## config.mk

```make
export PLATFORM = sky130hd
export DESIGN_NAME = sync_fifo_param
export DESIGN_NICKNAME = d
export VERILOG_FILES = /design/src/rtl/sync_fifo_pkg.sv /design/src/rtl/fifo_ram.sv /design/src/rtl/sync_fifo_param.sv
export SDC_FILE = /design/constraint.sdc
export NUM_CORES = 1
export LEC_CHECK = 0
export CORE_MARGIN = 2
export CORE_UTILIZATION = 45
export DETAILED_ROUTE_END_ITERATION = 6
export MAX_ROUTING_LAYER = met4
export PLACE_DENSITY = 0.61
export SLEW_MARGIN = 20
export SYNTH_ARGS = -nofsm -noshare
export SYNTH_HDL_FRONTEND = slang
export SYNTH_SLANG_ARGS = --single-unit
```

## constraint.sdc

```tcl
create_clock -name clk -period 2.5 [get_ports clk]
set_input_delay 0.5 -clock clk [delete_from_list [all_inputs] [get_ports clk]]
set_output_delay 0.5 -clock clk [all_outputs]
set_load 0.005 [all_outputs]
```

## src/rtl/sync_fifo_pkg.sv

```systemverilog
// Shared constants and elaboration-time helpers for the single-clock FIFO.
package sync_fifo_pkg;

    localparam int DEFAULT_DATA_W = 8;
    localparam int DEFAULT_DEPTH  = 16;

    // Ceiling log2; clog2(1) is 0.
    function automatic int clog2(input int value);
        int result;
        result = 0;
        for (int v = value - 1; v > 0; v = v >> 1) begin
            result++;
        end
        return result;
    endfunction

    // The count must hold the value DEPTH itself, so it is one bit wider than an address.
    function automatic int countWidth(input int depth);
        return clog2(depth) + 1;
    endfunction

    function automatic bit isPow2(input int value);
        return (value > 0) && ((value & (value - 1)) == 0);
    endfunction

endpackage

```

## src/rtl/fifo_ram.sv

```systemverilog
// DEPTH x DATA_W simple dual-port storage: synchronous write, asynchronous read.
module fifo_ram #(
    parameter int DATA_W = 8,
    parameter int DEPTH  = 16,
    parameter int ADDR_W = 4
) (
    input  logic              clk_i,
    input  logic              wrEn_i,
    input  logic [ADDR_W-1:0] wrAddr_i,
    input  logic [DATA_W-1:0] wrData_i,
    input  logic [ADDR_W-1:0] rdAddr_i,
    output logic [DATA_W-1:0] rdData_o
);

    logic [DATA_W-1:0] mem_q [DEPTH];

    // Storage is never reset; only the pointers define which entries are live.
    always_ff @(posedge clk_i) begin
        if (wrEn_i) begin
            mem_q[wrAddr_i] <= wrData_i;
        end
    end

    assign rdData_o = mem_q[rdAddr_i];

endmodule

```

## src/rtl/sync_fifo_param.sv

```systemverilog
// Single-clock parametrised FIFO with threshold flags, sticky error flags,
// synchronous flush and selectable first-word-fall-through read mode.
module sync_fifo_param
    import sync_fifo_pkg::*;
#(
    parameter int DATA_W   = DEFAULT_DATA_W,
    parameter int DEPTH    = DEFAULT_DEPTH,
    parameter int AF_LEVEL = DEPTH - 2,
    parameter int AE_LEVEL = 2,
    parameter bit FWFT     = 1'b0
) (
    input  logic                         clk,
    input  logic                         reset_n,
    input  logic                         clear,
    input  logic                         wr_en,
    input  logic [DATA_W-1:0]            wr_data,
    output logic                         w_full,
    output logic                         w_almost_full,
    input  logic                         rd_en,
    output logic [DATA_W-1:0]            data_out,
    output logic                         r_empty,
    output logic                         r_almost_empty,
    output logic [countWidth(DEPTH)-1:0] fill_count,
    output logic                         overflow,
    output logic                         underflow
);

    localparam int ADDR_W = clog2(DEPTH);
    localparam int CNT_W  = ADDR_W + 1;

    if (!isPow2(DEPTH) || DEPTH < 4) begin : gBadDepth
        $error("sync_fifo_param: DEPTH must be a power of two and at least 4");
    end
    if (!(AE_LEVEL < AF_LEVEL) || AF_LEVEL > DEPTH) begin : gBadLevels
        $error("sync_fifo_param: thresholds must satisfy AE_LEVEL < AF_LEVEL <= DEPTH");
    end

    logic [ADDR_W-1:0] wrPtr_q, wrPtr_d;
    logic [ADDR_W-1:0] rdPtr_q, rdPtr_d;
    logic [CNT_W-1:0]  count_q, count_d;
    logic              overflow_q, overflow_d;
    logic              underflow_q, underflow_d;
    logic              wrAccept, rdAccept;
    logic [DATA_W-1:0] headWord;

    // Flags come only from the count register so no request input reaches them combinationally.
    assign w_full         = (count_q == CNT_W'(DEPTH));
    assign w_almost_full  = (count_q >= CNT_W'(AF_LEVEL));
    assign r_empty        = (count_q == '0);
    assign r_almost_empty = (count_q <= CNT_W'(AE_LEVEL));
    assign fill_count     = count_q;
    assign overflow       = overflow_q;
    assign underflow      = underflow_q;

    always_comb begin
        wrAccept    = wr_en && !w_full && !clear;
        rdAccept    = rd_en && !r_empty && !clear;
        wrPtr_d     = wrPtr_q;
        rdPtr_d     = rdPtr_q;
        count_d     = count_q;
        overflow_d  = overflow_q | (wr_en & w_full);
        underflow_d = underflow_q | (rd_en & r_empty);
        if (clear) begin
            wrPtr_d     = '0;
            rdPtr_d     = '0;
            count_d     = '0;
            overflow_d  = 1'b0;
            underflow_d = 1'b0;
        end else begin
            if (wrAccept) begin
                wrPtr_d = wrPtr_q + ADDR_W'(1);
            end
            if (rdAccept) begin
                rdPtr_d = rdPtr_q + ADDR_W'(1);
            end
            case ({wrAccept, rdAccept})
                2'b10:   count_d = count_q + CNT_W'(1);
                2'b01:   count_d = count_q - CNT_W'(1);
                default: count_d = count_q;
            endcase
        end
    end

    always_ff @(posedge clk or negedge reset_n) begin
        if (!reset_n) begin
            wrPtr_q     <= '0;
            rdPtr_q     <= '0;
            count_q     <= '0;
            overflow_q  <= 1'b0;
            underflow_q <= 1'b0;
        end else begin
            wrPtr_q     <= wrPtr_d;
            rdPtr_q     <= rdPtr_d;
            count_q     <= count_d;
            overflow_q  <= overflow_d;
            underflow_q <= underflow_d;
        end
    end

    fifo_ram #(
        .DATA_W (DATA_W),
        .DEPTH  (DEPTH),
        .ADDR_W (ADDR_W)
    ) uRam (
        .clk_i    (clk),
        .wrEn_i   (wrAccept),
        .wrAddr_i (wrPtr_q),
        .wrData_i (wr_data),
        .rdAddr_i (rdPtr_q),
        .rdData_o (headWord)
    );

    if (FWFT) begin : gFwft
        assign data_out = r_empty ? '0 : headWord;
    end else begin : gStd
        logic [DATA_W-1:0] dataOut_q;

        // Holds its value through a flush; only an accepted read reloads it.
        always_ff @(posedge clk or negedge reset_n) begin
            if (!reset_n) begin
                dataOut_q <= '0;
            end else if (rdAccept) begin
                dataOut_q <= headWord;
            end
        end

        assign data_out = dataOut_q;
    end

endmodule

```

==> impl_results.md, run 1 <==
* Worst-path clk slew at around 0.06 ns
* Setup-failing EPs final at 1
* Die Y at 121 um
* Peak supply drop at ~0.00057 V
* Startpoint types: flop
* Setup slack after layout at -0.0184 ns
* Nets at 419
* Fmax at around 0.40 GHz
* Commonest non-fill, non-tap cell in the layout: edfxtp_1
* Final Cycle Share at 101%
* Layout Utilization at 57.9%
* Worst skew pair latency at between 0.4 and 0.5 ns
* Met2 WL at around 6700 um
* CTS tree: built
* Routability cong. at approximately 0.80
* Pre-CTS setup slack at -0.454 ns
* Sequential fraction of the synthesis area at a little under three quarters
* Worst hold slack at around 0.46 ns
* Total GRT Usage at between 10% and 20%
* Vias per cell at 5.52
* Top post-synthesis cells by area: edfxtp_1 62%, mux4_2 15%, dfrtp_1 9.3%
* Synth Instances at 320
* Asr flop ratio synth at 15.2%
* Req. time, crit path at ~2.9 ns
* # IOs at 32
* Global route overflow at 0
* Number of clock sinks at between 150 and 200
* Avg Synthesized Cell Area at about 19 um^2
* Count of flip-flops with a built-in enable after synthesis at between 100 and 150
* Max-cap violations at 0
* Critical path class: reg -> reg
* Slew Viols, Final at 0
* Yosys top cell area share at roughly 62%
* Remaining DRCs at 0
* Synthesized cell area at 0.00619 mm^2
* Setup TNS at -0.0184 ns
* Yosys reg bits at 151
* Vias in the first global route at ~3500
* First-pass GRT wire length at approximately 20000 um
* Initial DRT Pass Iterations at 4
* Area grow syn2layout at 24.8%
* Detailed Place HPWL at roughly 8100 um
* DR top layer: met4
* Clock Tree Buf Depth at 2
* Cell Rows at 42
* Die area at ~0.015 mm^2
* Initial DRC count at between 200 and 250
* Initial antenna violation count at 0
* Slowest stage delay, CP at between 0.4 and 0.5 ns
* Arr. time, crit path at about 2.9 ns
* Final Hold Fails at 0
* Core footprint at 0.0133 mm^2
* Crit path time final at roughly 2.5 ns
* Synth warn at 0
* Met1 Wirelength at 5310 um
* Synth cell types at 42
* CP max-delay cell: or4_1
* Status: complete, but fails checks
* Crit path max fanout at 3
* Die span in x at between 100 and 150 um
* Syn nets at 340
* Drt wl/cell at 21.6 um
* Lkg Pwr at between 0.002 and 0.003 uW
* Worst Skew at a little over 0.006 ns
* TritonCTS Buffers at 17
* Worst slew margin at between 50% and 60%
* CP endpoint kind: flop
* # diodes at 0
* Initial Util at roughly 46%
* H-tree depth at 4
* Power per cell area at 962 mW/mm^2
* Failing checks: setup timing
* WL met3 at 479 um
* CP cell instances: nor4_4 -> mux2i_4 -> xor2_1 -> ha_2 -> o31ai_4 -> a21oi_2 -> o21a_1 -> or4_1 -> a21oi_1
* RSZ-0062 raised after global routing: true
* Port bufs at 31
* Hold Crit Class: in -> async
* Hold buffers post-CTS at 0
* Most frequent cells in the layout: 128 x edfxtp_1, 46 x buf_4, 40 x mux4_2, 27 x clkdlybuf4s50_1, 25 x nor2_1
* Routed Antenna Nets at 0
* Vias at 3244
* Slew @ Worst Pin at approximately 0.7 ns
* Root Buffer: clkbuf_16
* Share of layout cells above drive strength 1 at a little over a third
* Largest area contributor in the netlist: edfxtp_1
* Pwr Total at ~7400 uW
* Largest net degree at the start of global routing at 36
* Drt total wl at 12700 um
* Post-synth top flop: edfxtp_1
-- power by group --
part	total, uW	switching (uW)	leakage, uW	internal (uW)
sequential	2970	95.6	0.00145	2870
clock	2780	1000	0.000314	1770
combinational	1680	714	0.000882	964
total	7430	1810	0.00265	5610
-- through the flow --
step,std cells,cell area [um^2]
after global routing,588,7720
after floorplan,320,6190
after global placement,554,7020
after detailed placement,554,7020
after CTS,588,7700
final,588,7720
-- kinds of logic (layout without fill, tap and decap cells) --
group / count (synthesis) / in the layout / share of synthesized area [%]
compound gates: 21 / 21 / 2.38
simple gates: 62 / 62 / 5.50
xor+xnor: 8 / 8 / 1.13
mux: 50 / 50 / 16.5
fa+ha+maj: 7 / 7 / 1.41
flops: 151 / 151 / 71.4
buf+inv: 21 / 113 / 1.66
-- layout make-up --
cell class | count | area [um^2]
fill | 1031 | 5620
sequential | 151 | 4420
multi-input combinational | 148 | 1730
timing repair buffer | 79 | 698
clock buffer | 17 | 425
clock inverter | 15 | 224
tap | 176 | 220
inverter | 2 | 7.51
-- registers in the layout, summed over array words and instances (netlist names) --
name        count
uRam.mem_q    128
data_out        8
fill_count      5
rdPtr_q         4
wrPtr_q         4
overflow        1
underflow       1
-- repair_timing --
action	in CTS	in global routing
cloned	0	0
setup endpoints to repair	4	2
endpoints found under the hold margin	0	0
gates resized for setup	6	6
pin swaps	2	5
buffers inserted	2	0
-- cell usage after synthesis, types with 3 or more instances --
master and number:
edfxtp_1 128, mux4_2 40, nor2_1 26, dfrtp_1 23
clkbuf_1 9, a21oi_1 8, mux2_2 8, ha_1 7
nand2b_1 7, nand2_1 6, xor2_1 6, nor4_1 5
buf_2 4, nand3b_1 4, buf_4 3, o31ai_1 3
-- metal layers --
metal  vias up  global-route usage (%)
met5         -                       -
met4         0                    8.55
met3        20                    3.85
met2        69                    32.2
met1      1710                    24.0
li1       1445                       -
-- critical path, delay by kind of cell (launching register included) --
kind            cells  cell delay (ns)
xor+xnor            1             0.10
mux                 1             0.31
flops               1             0.40
fa+ha+maj           1             0.21
simple gates        2             0.82
compound gates      4             0.59
-- path summary, 6_finish.rpt --
kind / from / to / slack [ns] / depth (start not counted)
worst min register to register: overflow / overflow / 0.51 / 2
worst max-delay path: fill_count[1] / fill_count[4] / -0.02 / 9
max in group asynchronous: reset_n / rdPtr_q[0] / 1.75 / 2
min in group clk: overflow / overflow / 0.51 / 2
worst max register to register: fill_count[1] / fill_count[4] / -0.02 / 9
worst min-delay path: reset_n / data_out[2] / 0.46 / 2
No activity file was read; power rests on OpenSTA's default activity.
==> run 2: changes to the inputs <==
--- a/config.mk
+++ b/config.mk
@@ -9,7 +9,7 @@
 export CORE_UTILIZATION = 45
 export DETAILED_ROUTE_END_ITERATION = 6
 export MAX_ROUTING_LAYER = met4
-export PLACE_DENSITY = 0.61
+export PLACE_DENSITY = 0.59
 export SLEW_MARGIN = 20
 export SYNTH_ARGS = -nofsm -noshare
 export SYNTH_HDL_FRONTEND = slang
==> constraint.sdc (replaced) <==
create_clock -name clk -period 2.6 [get_ports clk]
set_input_delay 0.52 -clock clk [delete_from_list [all_inputs] [get_ports clk]]
set_output_delay 0.52 -clock clk [all_outputs]
set_load 0.005 [all_outputs]
==> impl_results.md, run 2 (synthesized netlist as in run 1, its figures left out) <==
* Status: completed
* Lkg Pwr at 0.00256 uW (-3.4%)
* Area grow syn2layout at 22.1%
* Share of power burned in registers at 43.3% (+3.3 points)
* Drt total wl at 12200 um (-4.2%)
* Slew Viols, Final at 0 (unchanged)
* Pwr Total at 6650 uW (-10%)
* Total GRT Usage at 19.0% (-0.66 points)
* Switch Pwr at 1620 uW (-11%)
* Root Buffer: clkbuf_16
* Share of layout cells above drive strength 1 at 32.3% (-2.9 points)
* Max FFs per register at 128 (unchanged)
* Switching Fraction at 24.4% (about the same)
* Vias at 3169 (-2.3%)
* Vias in the first global route at 3283 (-5.2%)
* Drt wl/cell at 20.8 um (-3.7%)
* Vias per cell at 5.42 (-1.8%)
* Core footprint at 0.0133 mm^2 (unchanged)
* Clk network pwr share at 32.2% (-5.2 points)
* H-tree depth at 4 (unchanged)
* Slew @ Worst Pin at 0.709 ns (+0.0256 ns)
* CP max-delay cell: clkdlybuf4s50_1
* Worst hold slack at 0.497 ns (+0.0345 ns)
* Startpoint types: flop
* Final Cycle Share at 96.2%
* # fillers at 1058 (+2.6%)
* Routability cong. at 0.735 (-7.7%)
* CP endpoint kind: output pin
* Peak supply drop at 0.000766 V (+34%)
* Cell Rows at 42 (unchanged)
* Logic pwr share at 24.5% (+1.9 points)
* Initial antenna violation count at 0 (unchanged)
* # diodes at 0 (unchanged)
* Worst-path clk slew at 0.05 ns (about the same)
* CP cell instances: buf_4 -> nor4_4 -> buf_4 -> and2_4 -> clkdlybuf4s50_1
* Setup TNS at 0 ns (+0.0184 ns)
* Worst Skew at 0.00459 ns (-0.00162 ns)
* Layout Utilization at 56.6% (-1.2 points)
* WP buf/inv at 3 (+3)
* Die span in x at 121 um (unchanged)
* Req. time, crit path at 2.08 ns (-0.77 ns)
* Die Y at 121 um (unchanged)
* Arr. time, crit path at 1.98 ns (-0.89 ns)
* Max-cap violations at 0 (unchanged)
* Number of clock sinks at 151 (unchanged)
* Crit path max fanout at 3 (unchanged)
* Setup-failing EPs final at 0 (-1)
* TritonCTS Buffers at 17 (unchanged)
* Detailed Place HPWL at 7800 um (-4.0%)
* RSZ-0062 raised after global routing: true
* Nets at 417 (-0.48%)
* Fmax at between 0.3 and 0.4 GHz
* Largest net degree at the start of global routing at 35 (-2.8%)
* Die area at 0.0147 mm^2 (unchanged)
* Worst skew pair latency at 0.41 ns (about the same)
* Power per cell area at 879 mW/mm^2 (-8.5%)
* Critical path's top delay family: buffers and inverters
* Initial Util at 46.4% (unchanged)
* Initial DRT Pass Iterations at 5 (+1)
* Most flops, register: uRam.mem_q
* Crit path time final at approximately 2.5 ns
* Most frequent cells in the layout: 128 x edfxtp_1, 43 x buf_4, 40 x mux4_2, 30 x clkdlybuf4s50_1, 25 x nor2_1
* Routed Antenna Nets at 0 (unchanged)
* First-pass GRT wire length at 18900 um (-4.3%)
* Initial DRC count at 255 (+27%)
* Pre-CTS setup slack at -0.304 ns (+0.150 ns)
* Internal at 5030 uW (-10%)
* Clock Tree Buf Depth at 2 (unchanged)
* CTS tree: built
* Critical path class: reg -> out
* Worst slew margin at 52.8% (-1.7 points)
* # IOs at 32 (unchanged)
* Remaining DRCs at 0 (unchanged)
* Global route overflow at 0 (unchanged)
* Final Hold Fails at 0 (unchanged)
* Port bufs at 31 (unchanged)
* Slowest stage delay, CP at 0.49 ns (+0.07 ns)
* Setup slack after layout at 0.0992 ns (+0.118 ns)
* Cell repeated most along the worst path: buf_4
* Hold Crit Class: in -> async
* Commonest non-fill, non-tap cell in the layout: edfxtp_1
run 2: cell types whose count changed in the layout (fill, tap and decap cells not counted), moves of 2 or more:
cell             before  now
clkinv_1              0    2
clkinv_4              3    0
dlymetal6s2s_1        2    0
buf_4                46   43
clkdlybuf4s50_1      27   30
inv_6                 2    0
bufinv_16             5    1
clkbuf_1              0    8
run 2: final timing paths:
| path | endpoint | slack, ns | start | depth (start not counted) |
|---|---|---|---|---|
| min in group clk | data_out[7] | 0.51 | data_out[7] | 1 |
| setup reg to reg | fill_count[4] | 0.11 | fill_count[1] | 11 |
| hold reg to reg | data_out[7] | 0.51 | data_out[7] | 1 |
| hold / removal | fill_count[4] | 0.50 | reset_n | 2 |
| setup / recovery | w_full | 0.1 | fill_count[1] | 5 |
| max in group asynchronous | rdPtr_q[0] | 1.81 | reset_n | 2 |
run 2: metal layers:
layer  share of wire, %  vias to the layer above  GRT usage [%]
met5                  0                        -              -
met4               0.83                        0           6.54
met3                5.0                        7           4.70
met2                 51                       73           29.1
met1                 43                     1646           25.1
li1                   -                     1443              -
run 2: final cells by class:
class,count,area [um^2],share of cell area [%]
inverters,2,7.51,0.0993
clock inverters,6,55.1,0.728
clock buffers,25,455,6.02
well taps,176,220,2.91
multi-input cells,148,1710,22.6
flip-flops and latches,151,4420,58.5
repair buffers,77,692,9.15
run 2: stage by stage:
stage          instance area (um^2)  instances
2_1_floorplan                  6190        320
3_3_place_gp                   7000        549
3_5_place_dp                   7000        549
4_1_cts                        7540        584
5_1_grt                        7560        585
6_report                       7560        585
run 2: worst register-to-register path, cell delays in order (launching register included):
cell and delay [ns]:
dfrtp_1 0.37, buf_4 0.14, nor4_4 0.25, buf_4 0.18, mux2i_4 0.23, xor2_1 0.09, ha_2 0.19, o31ai_1 0.19
a21oi_1 0.06, o21a_1 0.18, or4_4 0.41, a21oi_2 0.14
run 2: what timing repair did:
| action | CTS | global route |
|---|---|---|
| buffers inserted | 4 | 1 |
| gates cloned | 0 | 0 |
| pin swaps | 1 | 2 |
| resized for setup | 2 | 5 |
| endpoints found under the setup margin | 1 | 3 |
| hold buffers | 0 | 0 |
run 2: power by group through the flow:
| stage | Combinational [uW] | Sequential [uW] | Clock [uW] |
|---|---|---|---|
| global route | 1770 | 2900 | 2310 |
| floorplan | 964 | 2900 | 0 |
| detailed placement | 1560 | 2940 | 0 |
| CTS | 1620 | 2880 | 2190 |
| global placement | 1550 | 2940 | 0 |
| finish | 1630 | 2880 | 2140 |
==> RTL change, RTL diff (settings of run 2) <==
Put one more register stage on the output `fill_count`, without a reset. The value now appears one clock later. The other outputs are not delayed to match.
--- a/src/rtl/sync_fifo_param.sv
+++ b/src/rtl/sync_fifo_param.sv
@@ -49,5 +49,7 @@
     assign r_empty        = (count_q == '0);
     assign r_almost_empty = (count_q <= CNT_W'(AE_LEVEL));
-    assign fill_count     = count_q;
+    always_ff @(posedge clk) begin
+        fill_count <= count_q;
+    end
     assign overflow       = overflow_q;
     assign underflow      = underflow_q;
Behaviour: not the same (a bounded check fails within 4 cycles, from zero or initial values and one cycle with reset_n low).
==> RTL change against run 2 <==
- worst setup slack got worse by 12 ps
- critical path depth increased by 6
- die area increased by 1.5%
- worst hold slack got worse by 0.99 ps
- count of clock-buffer cells in the layout fell by 1
- design area increased by 1.6%
- sequential cell count rose by 5
- sequential power rose by 3%
- critical path type is now flip-flop to flip-flop
- routed wire length grew 4.4%
- total power grew 3.0%
- global-route usage is 0.26 points higher
- utilization shrank 0.90 points
- largest cell class unchanged
- synthesized area increased by 1.6%
==> RTL change: results <==
export IMPL_yosysWarnings=0
export IMPL_first_iter_violations=232
export IMPL_gp_congestion=0.776
export IMPL_drive_above_1_share=0.333
export IMPL_synth_yosys_seq_area_share=0.719
export IMPL_vias=3238
export IMPL_maxCapViolCount=0
export IMPL_grt_max_degree=35
export IMPL_clk_latency_ps=420
export IMPL_clk_pin_slew_worst_paths_ps=60
export IMPL_cts_root_buf="clkbuf_16"
export IMPL_antenna_found_initial=0
export IMPL_yosysUniqueCellTypes=43
export IMPL_syn_nets=345
export IMPL_htreeDepth=4
export IMPL_status="finished, final reports clean"
export IMPL_portBuffers=31
export IMPL_hold_class="primary input to async pin"
export IMPL_finalClockSkew_ps=7.10
export IMPL_switching_share=0.253
export IMPL_slew_headroom=0.541
export IMPL_cts_buffer_depth=2
export IMPL_dp_hpwl_um=7900
export IMPL_yosys_top_cells_count="edfxtp_1, mux4_2, nor2_1"
export IMPL_synth_top_area_share=0.611
export IMPL_power_leakage_nw=2.63
export IMPL_cts_buffers=17
export IMPL_antenna_cells=0
export IMPL_drt_pass1_iter_count=4
export IMPL_grtUsageTotal=0.192
export IMPL_grt_util_met1=0.253
export IMPL_grt_pass1_vias=3255
export IMPL_post_synth_main_area_contributors="edfxtp_1, mux4_2, dfrtp_1, nor2_1, dfxtp_1"
export IMPL_worstPathArrival_ps=2860
export IMPL_nets=421
export IMPL_use_met3=0.0479
export IMPL_ys_async_sr_fraction=0.147
export IMPL_wl_per_cell_um=21.4
export IMPL_peakVddDrop_mv=0.400
export IMPL_grt_use_met2=0.297
export IMPL_regMostFlops="uRam.mem_q"
export IMPL_largest_reg_flops=128
export IMPL_grt_pass1_wl_um=19500
export IMPL_worstPathMaxFanout=3
RTL change: through the flow:
step           utilization  cells  cell area [µm²]  setup slack, ps
6_report             0.558    594             7680             86.9
3_3_place_gp         0.514    557             7080             -304
5_1_grt              0.558    594             7680            -10.5
2_1_floorplan            -    325             6290             21.8
4_1_cts              0.556    593             7650            -42.5
3_5_place_dp         0.514    557             7080             -368
RTL change: logic make-up (layout without fill, tap and decap cells):
kind of cell | after synthesis | count (layout) | synth area share
adder cells (fa/ha/maj) | 7 | 7 | 0.0139
AO/OA/AOI/OAI | 19 | 19 | 0.0221
AND/OR/NAND/NOR | 61 | 61 | 0.0515
buffers and inverters | 23 | 112 | 0.0185
XOR/XNOR | 8 | 8 | 0.0111
flip-flops | 156 | 156 | 0.719
multiplexers | 51 | 51 | 0.164
RTL change: timing repair:
item                       4_1_cts  5_1_grt
hold buffers                     0        0
setup endpoints to repair        1        3
gates resized for setup          3        5
hold endpoints to repair         0        0
buffers inserted                 4        1
pin swaps                        1        4
gates cloned                     0        0
RTL change: worst paths after layout:
| kind | start | end | slack, ps | cells past startpoint |
|---|---|---|---|---|
| worst max-delay path | count_q[3] | count_q[4] | 90 | 11 |
| worst min-delay path | reset_n | count_q[3] | 500 | 2 |
| worst max register to register | count_q[3] | count_q[4] | 90 | 11 |
| worst min register to register | data_out[3] | data_out[3] | 500 | 1 |
| max in group asynchronous | reset_n | rdPtr_q[0] | 1800 | 2 |
| min in group clk | data_out[3] | data_out[3] | 500 | 1 |
RTL change: layout make-up:
type	count	area [µm²]
fillers	1104	6090
multi-input cells	146	1700
repair buffers	76	678
inverters	4	15.0
flip-flops and latches	156	4520
well taps	180	225
clock inverters	8	61.3
clock buffers	24	482
RTL change: critical path: stages, from the launching register on:
cell and delay (ps):
dfrtp_1 390, buf_6 130, nor4_4 250, buf_4 180, mux2i_4 230, xor2_1 100, ha_2 200, o31ai_2 180
a21oi_1 60, o21a_1 190, or4_1 400, a21oi_1 130
RTL change: power groups by stage:
stage / Combinational [mW] / Clock [mW] / Sequential (mW)
finish: 1.64 / 2.25 / 2.96
CTS: 1.63 / 2.29 / 2.96
global route: 1.78 / 2.39 / 2.98
global placement: 1.55 / 0 / 3.02
floorplan: 0.970 / 0 / 3.01
detailed placement: 1.55 / 0 / 3.03
RTL change: routing by layer:
layer  part of all wire  routed length (µm)
met1               0.43                5480
met2               0.50                6290
met3              0.057                 721
met4              0.015                 196
met5                  0                   0
